**src/rtl/btn_debounce_bank.sv**
```systemverilog
// btn_debounce_bank: a bank of independent button filters. Each channel has a
// 2-FF synchroniser, a stability counter that must see STABLE_CYCLES
// consecutive disagreeing samples before the debounced level follows, and a
// long-press timer that fires one strobe per press. Every output comes straight
// from a flop.
module btn_debounce_bank #(
  parameter int   CHANNELS      = 4,
  parameter int   STABLE_CYCLES = 16,
  parameter int   LONG_CYCLES   = 1000,
  parameter logic IDLE_LEVEL    = 1'b0
) (
  input  logic                clk,
  input  logic                rst,
  input  logic [CHANNELS-1:0] btn_in,
  output logic [CHANNELS-1:0] btn_out,
  output logic [CHANNELS-1:0] rise,
  output logic [CHANNELS-1:0] fall,
  output logic [CHANNELS-1:0] long_press
);

  localparam int SW = $clog2(STABLE_CYCLES);
  // Width is never zero, even when long-press detection is disabled.
  localparam int HW = (LONG_CYCLES > 0) ? $clog2(LONG_CYCLES + 1) : 1;

  genvar gi;
  generate
    for (gi = 0; gi < CHANNELS; gi++) begin : g_ch
      logic          sync1_reg;
      logic          sync2_reg;
      logic          out_reg;
      logic          rise_reg;
      logic          fall_reg;
      logic [SW-1:0] scnt_reg;

      // Synchronise the pin, then let the level follow only after a full run
      // of disagreeing samples; any agreeing sample restarts the run.
      always_ff @(posedge clk) begin
        if (rst) begin
          sync1_reg <= IDLE_LEVEL;
          sync2_reg <= IDLE_LEVEL;
          out_reg   <= IDLE_LEVEL;
          rise_reg  <= 1'b0;
          fall_reg  <= 1'b0;
          scnt_reg  <= '0;
        end else begin
          sync1_reg <= btn_in[gi];
          sync2_reg <= sync1_reg;
          rise_reg  <= 1'b0;
          fall_reg  <= 1'b0;
          if (sync2_reg == out_reg) begin
            scnt_reg <= '0;
          end else if (scnt_reg == SW'(STABLE_CYCLES - 1)) begin
            out_reg  <= sync2_reg;
            scnt_reg <= '0;
            // Strobes land in the first cycle of the new level.
            rise_reg <= sync2_reg;
            fall_reg <= ~sync2_reg;
          end else begin
            scnt_reg <= scnt_reg + SW'(1);
          end
        end
      end

      assign btn_out[gi] = out_reg;
      assign rise[gi]    = rise_reg;
      assign fall[gi]    = fall_reg;

      if (LONG_CYCLES > 0) begin : g_long
        logic [HW-1:0] hcnt_reg;
        logic          long_reg;

        // Time the pressed level; saturation at the threshold prevents a
        // second strobe until the channel has been released.
        always_ff @(posedge clk) begin
          if (rst) begin
            hcnt_reg <= '0;
            long_reg <= 1'b0;
          end else begin
            if (out_reg == IDLE_LEVEL) begin
              hcnt_reg <= '0;
            end else if (hcnt_reg != HW'(LONG_CYCLES)) begin
              hcnt_reg <= hcnt_reg + HW'(1);
            end
            long_reg <= (out_reg != IDLE_LEVEL) &&
                        (hcnt_reg == HW'(LONG_CYCLES - 1));
          end
        end

        assign long_press[gi] = long_reg;
      end else begin : g_no_long
        assign long_press[gi] = 1'b0;
      end
    end
  endgenerate

endmodule

```
**config.mk**
```make
export PLATFORM = sky130hd
export DESIGN_NAME = btn_debounce_bank
export DESIGN_NICKNAME = d
export VERILOG_FILES = /design/src/rtl/btn_debounce_bank.sv
export SDC_FILE = /design/constraint.sdc
export NUM_CORES = 1
export LEC_CHECK = 0
export BUFFER_PORTS_ARGS = -buffer_cell sky130_fd_sc_hd__buf_2
export CAP_MARGIN = 20
export CORE_ASPECT_RATIO = 1.2
export CORE_UTILIZATION = 30
export CTS_CLUSTER_SIZE = 12
export DETAILED_ROUTE_END_ITERATION = 10
export SLEW_MARGIN = 30
export SYNTH_ARGS = -nofsm -noshare
export SYNTH_HDL_FRONTEND = slang
export SYNTH_SLANG_ARGS = --single-unit
```
**constraint.sdc**
```tcl
create_clock -name clk -period 3.6 [get_ports clk]
set_input_delay 0.72 -clock clk [delete_from_list [all_inputs] [get_ports clk]]
set_output_delay 0.72 -clock clk [all_outputs]
set_load 0.01 [all_outputs]
```
# Word-level counts from Yosys, hierarchy flattened
# Cells that the tools add are included.
[word_totals] register_bits=80 latch_bits=0 ramBits=0 romBits=0 input_bits=6 output_inout_bits=16 elab_cells=92 n_memories=0
[op_classes] n_addsub=8 n_mul=0 div_mod_pow=0 magnitude_cmp=0 eq_ne=16 shift=0 muxes=0 bitwise_logic=16 reduce_logical=20
[ops] cell="$add A10 B1 Y10 const B" n=4
[ops] cell="$eq A10 B10 Y1 const B" n=4
[ops] cell="$ne A10 B10 Y1 const B" n=4
[ops] cell="$reduce_or A3 Y1" n=8
[ops] cell="$add A4 B1 Y4 const B" n=4
[ops] cell="$eq A4 B4 Y1 const B" n=4
[ops] cell="$not A1 Y1" n=16
[ops] cell="$reduce_and A2 Y1" n=4
[ops] cell="$reduce_or A2 Y1" n=4
[ops] cell="$eq A1 B1 Y1" n=4
[ops] cell="$logic_and A1 B1 Y1" n=4

# Longest topological paths before layout
# Gate-level depths: netlist of run 1.
[logic_depth] depth_word=3 ltp_mapped=5

# Least setup slack after synthesis of run 1
# OpenSTA, ideal clock, no wires.
[synth_path] kind="input to register" start="input rst" end="register g_ch[0].g_long.hcnt_reg[0]" setup_ns=0.130 t_arrival_ns=1.372 t_required_ns=3.470 slack_ns=2.099 path_stages=4 path_buffers=2 cell_sequence="clkbuf_1 -> nand2b_1 -> clkbuf_1 -> nor3_1"
[synth_via] elab_chain_len=1
[synth_rtl] element="start, declared" line_no="13" source="input logic rst,"
[synth_rtl] element="$reduce_or A2 Y1 (no source line)"
[synth_rtl] element="end signal, assigned" line_no="82" source="hcnt_reg <= hcnt_reg + HW'(1);"
[synth_rtl] element="end, declared" line_no="69" source="logic [HW-1:0] hcnt_reg;"
# Every way passes these cells.
# A chain may end at the register's enable or synchronous reset.

# Final worst setup path of run 1
[layout_path] start="register g_ch[2].out_reg" end="output btn_out[2]"
[layout_lines] element="start, declared" line_no="30" source="logic out_reg;"
[layout_lines] element="start signal, assigned" line_no="53" source="out_reg <= sync2_reg;"
[layout_lines] element="end, declared" line_no="15" source="output logic [CHANNELS-1:0] btn_out,"
# No word-level cell between the ends.

==> impl_metrics.toml, run 1 <==
[timing]
rsz0062_at_grt = "no"
fmax_ghz = 0.590
fin_skew_ns = 0.00591
finalCriticalPeriod_ns = 1.70
relSlewSlack = 0.664
period_share = 0.471
final_hold_viol_count = 0
tns_ns = 0
setup_viol = 0
slew_viol_final = 0
hold_ws_ns = 0.433
worst_pin_slew_ns = 0.503

[pwr]
leakage_nw = 1.36
ir_drop_v = 0.000227
p_per_area_nw_per_um2 = 477

[die]
die_x_um = 99.8
rows = 42
io_pins = 22
die-height_um = 119
core-area_sq_um = 11100
start_util = 0.310
die-area_sq_um = 11900

[cts]
htree_num_levels = 3
cts_root_buffer = "clkbuf_16"
cts.sinks = 80
clk_latency_ns = 0.33
clk_pin_slew_ns = 0.05
cts_buffer_depth = 2
cts_setup_buffers = 0
cts_buffers = 9
hold_buffers = 0
cts_tree = "done"
cts_resized = 0

[layout]
final_util = 0.352
final_cell_area_sq_um = 3900
antenna_cells = 0
syn_to_final_growth_pct = 13.3
layout-drive-gt1-share = 0.100
fin_nets = 393
largest_register_ffs = 40

[logic_synthesis]
synth_fp_nets = 386
synth_edf_count = 0
yosysUniqueCellTypes = 34
syn_inst = 368
yosysSeqAreaShare = 0.465
yosys_warnings = 0
netlist_area_sq_um = 3440
synth_seq_cells = 80
synthFlopType = "dfxtp_1"
synthArstFlopShare = 0
synth_top_area_frac = 0.465
syn_avg_cell_area_sq_um = 9.35
yosysTopAreaCell = "dfxtp_1"
ys_top_cells_by_area = "dfxtp_1 (47%), xor2_1 (4.8%), ha_1 (4.4%)"

[route]
wirelength_um = 5910
ant_nets = 0
first_pass_iters = 4
via_per_inst = 4.73
drc = 0
vias = 2527
wl_per_cell_um = 11.1
dr.first_iter.drc_count = 114

[critical_path]
crit_path_start_kind = "register"
crit_arrival_ns = 0.98
crit_slowest_cell = "dfxtp_1"
cp_max_fo = 6
crit_type = "register to primary output"
cp_slowest_stage_delay_ns = 0.46
cp.required_ns = 2.88
crit_family = "flip-flops"
cp_cell_sequence = "buf_2"
endpoint_kind = "primary output"
crit_buf_inv = 1

[global_routing]
grt_usage = 0.110
grt_pass1_vias = 2316
grt_use_met2 = 0.166
overflow = 0
grt_pass1_wl_um = 10400
grt-busiest-layer = "met2"
antenna_found_initial = 0
met3_usage = 0.0370
grt_max_degree = 33
met1_usage = 0.136

[worst_hold_path]
hold_class = "register to register"

[run]
maxCapViolations = 0

[run_status]
status = "finished clean"

[place]
place.gp.congestion = 0.789
numPortBuffers = 21
post-dp-hpwl_um = 4180
post_dp_cell_area_sq_um = 3580
==> final timing paths <==
kind | from | end | depth (start not counted) | slack, ns
worst max-delay path | g_ch[2].out_reg$_SDFFE_PP0P_ | btn_out[2] | 1 | 1.90
worst max register to register | g_ch[3].g_long.hcnt_reg[0]$_SDFFE_PP0P_ | g_ch[3].g_long.hcnt_reg[8]$_SDFFE_PP0P_ | 4 | 2.00
worst min register to register | g_ch[2].sync1_reg$_SDFF_PP0_ | g_ch[2].sync2_reg$_SDFF_PP0_ | 1 | 0.43
worst min-delay path | g_ch[2].sync1_reg$_SDFF_PP0_ | g_ch[2].sync2_reg$_SDFF_PP0_ | 1 | 0.43
==> metrics by stage <==
stage               instances  total power (W)  setup slack (ns)
floorplan                 368         0.000925              2.10
global placement          518         0.000931              1.82
detailed placement        518         0.000931              1.76
CTS                       534          0.00189              1.89
global route              534          0.00194              1.86
finish                    534          0.00186              1.90
==> kinds of logic after synthesis <==
kind of cell	synth area share
flops	0.465
mux	0.0233
fa+ha+maj	0.0436
compound gates	0.0960
buf+inv	0.0611
xor+xnor	0.0509
simple gates	0.260
==> worst reg2reg max path: stages (launching register included) <==
cell     delay (ns)
dfxtp_1        0.41
ha_1           0.24
nand3_1        0.20
or4_1          0.54
a21oi_1        0.14
==> synth_stat cells, drive strengths merged, types with 8 or more instances <==
cell type  count
clkbuf         9
nand2b        12
o31ai         10
dfxtp         80
or3            8
nor3          13
nand2         20
nor2b         14
nand3b         8
buf           16
nand3         23
inv           15
ha            12
xor2          19
a21oi         18
or4            8
mux2i          8
nor2          23
o21a           8
o21ai          8
==> power by group <==
group | total (W) | internal (W) | switching [W]
clock | 0.000950 | 0.000607 | 0.000343
sequential | 0.000894 | 0.000891 | 0.00000359
combinational | 0.0000168 | 0.00000803 | 0.00000872
total | 0.00186 | 0.00151 | 0.000355
==> cells in the final DEF, fill, tap and decap left out, types with 4 or more instances in the layout <==
| cell | netlist | layout |
|---|---|---|
| a21oi_1 | 18 | 18 |
| and3b_1 | 4 | 4 |
| buf_2 | 0 | 21 |
| clkbuf_16 | 0 | 9 |
| dfxtp_1 | 80 | 80 |
| ha_1 | 12 | 12 |
| inv_1 | 15 | 15 |
| mux2i_1 | 8 | 8 |
| nand2_1 | 20 | 20 |
| nand2b_1 | 12 | 12 |
| nand3_1 | 22 | 22 |
| nand3b_1 | 8 | 8 |
| nand4_1 | 7 | 7 |
| nand4b_1 | 5 | 5 |
| nor2_1 | 23 | 23 |
| nor2b_1 | 14 | 14 |
| nor3_1 | 13 | 13 |
| nor4_1 | 4 | 4 |
| nor4b_1 | 4 | 4 |
| o21a_1 | 8 | 8 |
| o21ai_0 | 6 | 6 |
| o31a_1 | 4 | 4 |
| o31ai_1 | 10 | 10 |
| or3_1 | 8 | 8 |
| or4_1 | 8 | 8 |
| xor2_1 | 19 | 19 |
==> cell type report <==
cell class	instances	area, sq um
fillers	1132	7190
multi-input cells	248	1630
flip-flops and latches	80	1600
clock buffers	11	233
well taps	154	193
repair buffers	21	105
clock inverters	5	81.3
inverters	15	56.3
==> metal layers <==
metal | part of all wire | vias to the layer above | routed length (um)
li1 | - | 1305 | -
met1 | 0.47 | 1164 | 2760
met2 | 0.46 | 45 | 2720
met3 | 0.044 | 13 | 261
met4 | 0.029 | 0 | 169
met5 | 0 | - | 0
Power figures use the tool's default switching activity.
==> inputs of run 2 (changes only) <==
==> constraint.sdc (replaced) <==
create_clock -name clk -period 1.5 [get_ports clk]
set_input_delay 0.3 -clock clk [delete_from_list [all_inputs] [get_ports clk]]
set_output_delay 0.3 -clock clk [all_outputs]
set_load 0.01 [all_outputs]
==> impl_metrics.toml, run 2 (synthesis results as in run 1) <==
[timing]
slew_viol_final = 0
relSlewSlack = 0.689
final_hold_viol_count = 0
tns_ns = 0
worst_pin_slew_ns = 0.463
setup_viol = 0
finalCriticalPeriod_ns = 1.43
rsz0062_at_grt = "yes"
fmax_ghz = 0.700
period_share = 0.953
fin_skew_ns = 0.00265

[critical_path]
crit_slowest_cell = "dfxtp_4"
crit_type = "register to register"
crit_arrival_ns = 1.70
cp_cell_sequence = "ha_2, nand3_1, buf_4, or3_1, a21oi_2"
cp.required_ns = 1.77
crit_path_start_kind = "register"
endpoint_kind = "register"
cp_slowest_stage_delay_ns = 0.37
cp_max_fo = 6

[cts]
clk_pin_slew_ns = 0.06
htree_num_levels = 3
hold_buffers = 0
clk_latency_ns = 0.34
cts_buffer_depth = 2
cts_buffers = 9
cts_resized = 0
cts_tree = "done"
cts.sinks = 80
cts_setup_buffers = 0
cts_root_buffer = "clkbuf_16"

[layout]
layout-drive-gt1-share = 0.157
final_cell_mix = "dfxtp_1 (78), nor2_1 (23), nand3_1 (21), buf_2 (21), nand2_1 (20)"
syn_to_final_growth_pct = 17.8
final_util = 0.366
fin_nets = 409
final_cell_area_sq_um = 4050
final_common_cell = "dfxtp_1"
antenna_cells = 0
largest_register_ffs = 40
fillers = 1138

[run_status]
status = "finished clean"

[route]
wirelength_um = 6190
first_pass_iters = 4
drc = 0
ant_nets = 0
vias = 2567
via_per_inst = 4.67
dr.first_iter.drc_count = 78
wl_per_cell_um = 11.3

[pwr]
p_sw_w = 0.000874
swShare = 0.193
ir_drop_v = 0.000463
internal-power_w = 0.00365
seq_power_share = 0.474
comb_power_share = 0.010
leakage_nw = 1.45
p_per_area_nw_per_um2 = 1120
total_power_w = 0.00452
clkPwrFrac = 0.516

[run]
maxCapViolations = 0

[die]
rows = 42
die_x_um = 99.8
die-area_sq_um = 11900
start_util = 0.310
die-height_um = 119
core-area_sq_um = 11100
io_pins = 22

[worst_hold_path]
hold_class = "input pin to register"

[place]
place.gp.congestion = 0.737
post_dp_cell_area_sq_um = 3700
post-dp-hpwl_um = 4380
numPortBuffers = 21

[global_routing]
grt_pass1_wl_um = 10500
grt_usage = 0.114
grt_max_degree = 22
antenna_found_initial = 0
grt_pass1_vias = 2420
overflow = 0
==> run 2: cell count changes in the layout (fill, tap and decap cells not counted), sizes merged <==
cell,change
clkbuf,-1
buf,+16
clkinv,+1
==> run 2: final cells by class <==
class                   instances  area, sq um  area share
inverters                      15         56.3      0.0139
well taps                     154          193      0.0475
clock buffers                  10          239      0.0590
clock inverters                 6         82.6      0.0204
flip-flops and latches         80         1610       0.396
multi-input cells             248         1650       0.407
repair buffers                 37          225      0.0556
==> run 2: final timing paths <==
| kind | startpoint | to | slack (ns) | depth (start not counted) |
|---|---|---|---|---|
| max | g_ch[3].g_long.hcnt_reg[0]$_SDFFE_PP0P_ | g_ch[3].g_long.hcnt_reg[6]$_SDFFE_PP0P_ | 0.07 | 5 |
| min | btn_in[2] | g_ch[2].sync1_reg$_SDFF_PP0_ | 0.17 | 2 |
| max reg2reg | g_ch[3].g_long.hcnt_reg[0]$_SDFFE_PP0P_ | g_ch[3].g_long.hcnt_reg[6]$_SDFFE_PP0P_ | 0.07 | 5 |
| min reg2reg | g_ch[2].sync1_reg$_SDFF_PP0_ | g_ch[2].sync2_reg$_SDFF_PP0_ | 0.43 | 1 |
==> run 2: power groups by stage <==
| stage | sequential (W) | clock, W | combinational (W) |
|---|---|---|---|
| after detailed placement | 0.00219 | 0 | 0.0000462 |
| after global routing | 0.00214 | 0.00249 | 0.0000509 |
| final | 0.00214 | 0.00234 | 0.0000446 |
| after global placement | 0.00219 | 0 | 0.0000450 |
| after floorplan | 0.00219 | 0 | 0.0000291 |
| after CTS | 0.00215 | 0.00240 | 0.0000463 |
==> run 2: worst max-delay path: cells and delay by family, from the launching register on <==
family	cells	cell delay, ns
and+or+nand+nor	2	0.48
DFF	1	0.37
adders and majority gates	1	0.20
AOI/OAI and AO/OA	1	0.15
buffers and inverters	1	0.17
==> run 2: routing by layer <==
metal / vias up / track usage / part of all wire
met5: - / 0 / 0
li1: 1333 / - / -
met4: 0 / 0.0772 / 0.028
met3: 10 / 0.0329 / 0.032
met2: 28 / 0.181 / 0.47
met1: 1196 / 0.133 / 0.47
==> run 2: per-stage QoR <==
stage / hold WS, ns / instances / worst slack (ns)
6_report: 0.172 / 550 / 0.0708
5_1_grt: 0.172 / 550 / -0.0137
4_1_cts: 0.162 / 550 / 0.00359
3_5_place_dp: 0.425 / 534 / 0.0209
3_3_place_gp: 0.419 / 534 / 0.0869
2_1_floorplan: 0.414 / 368 / 0.0677
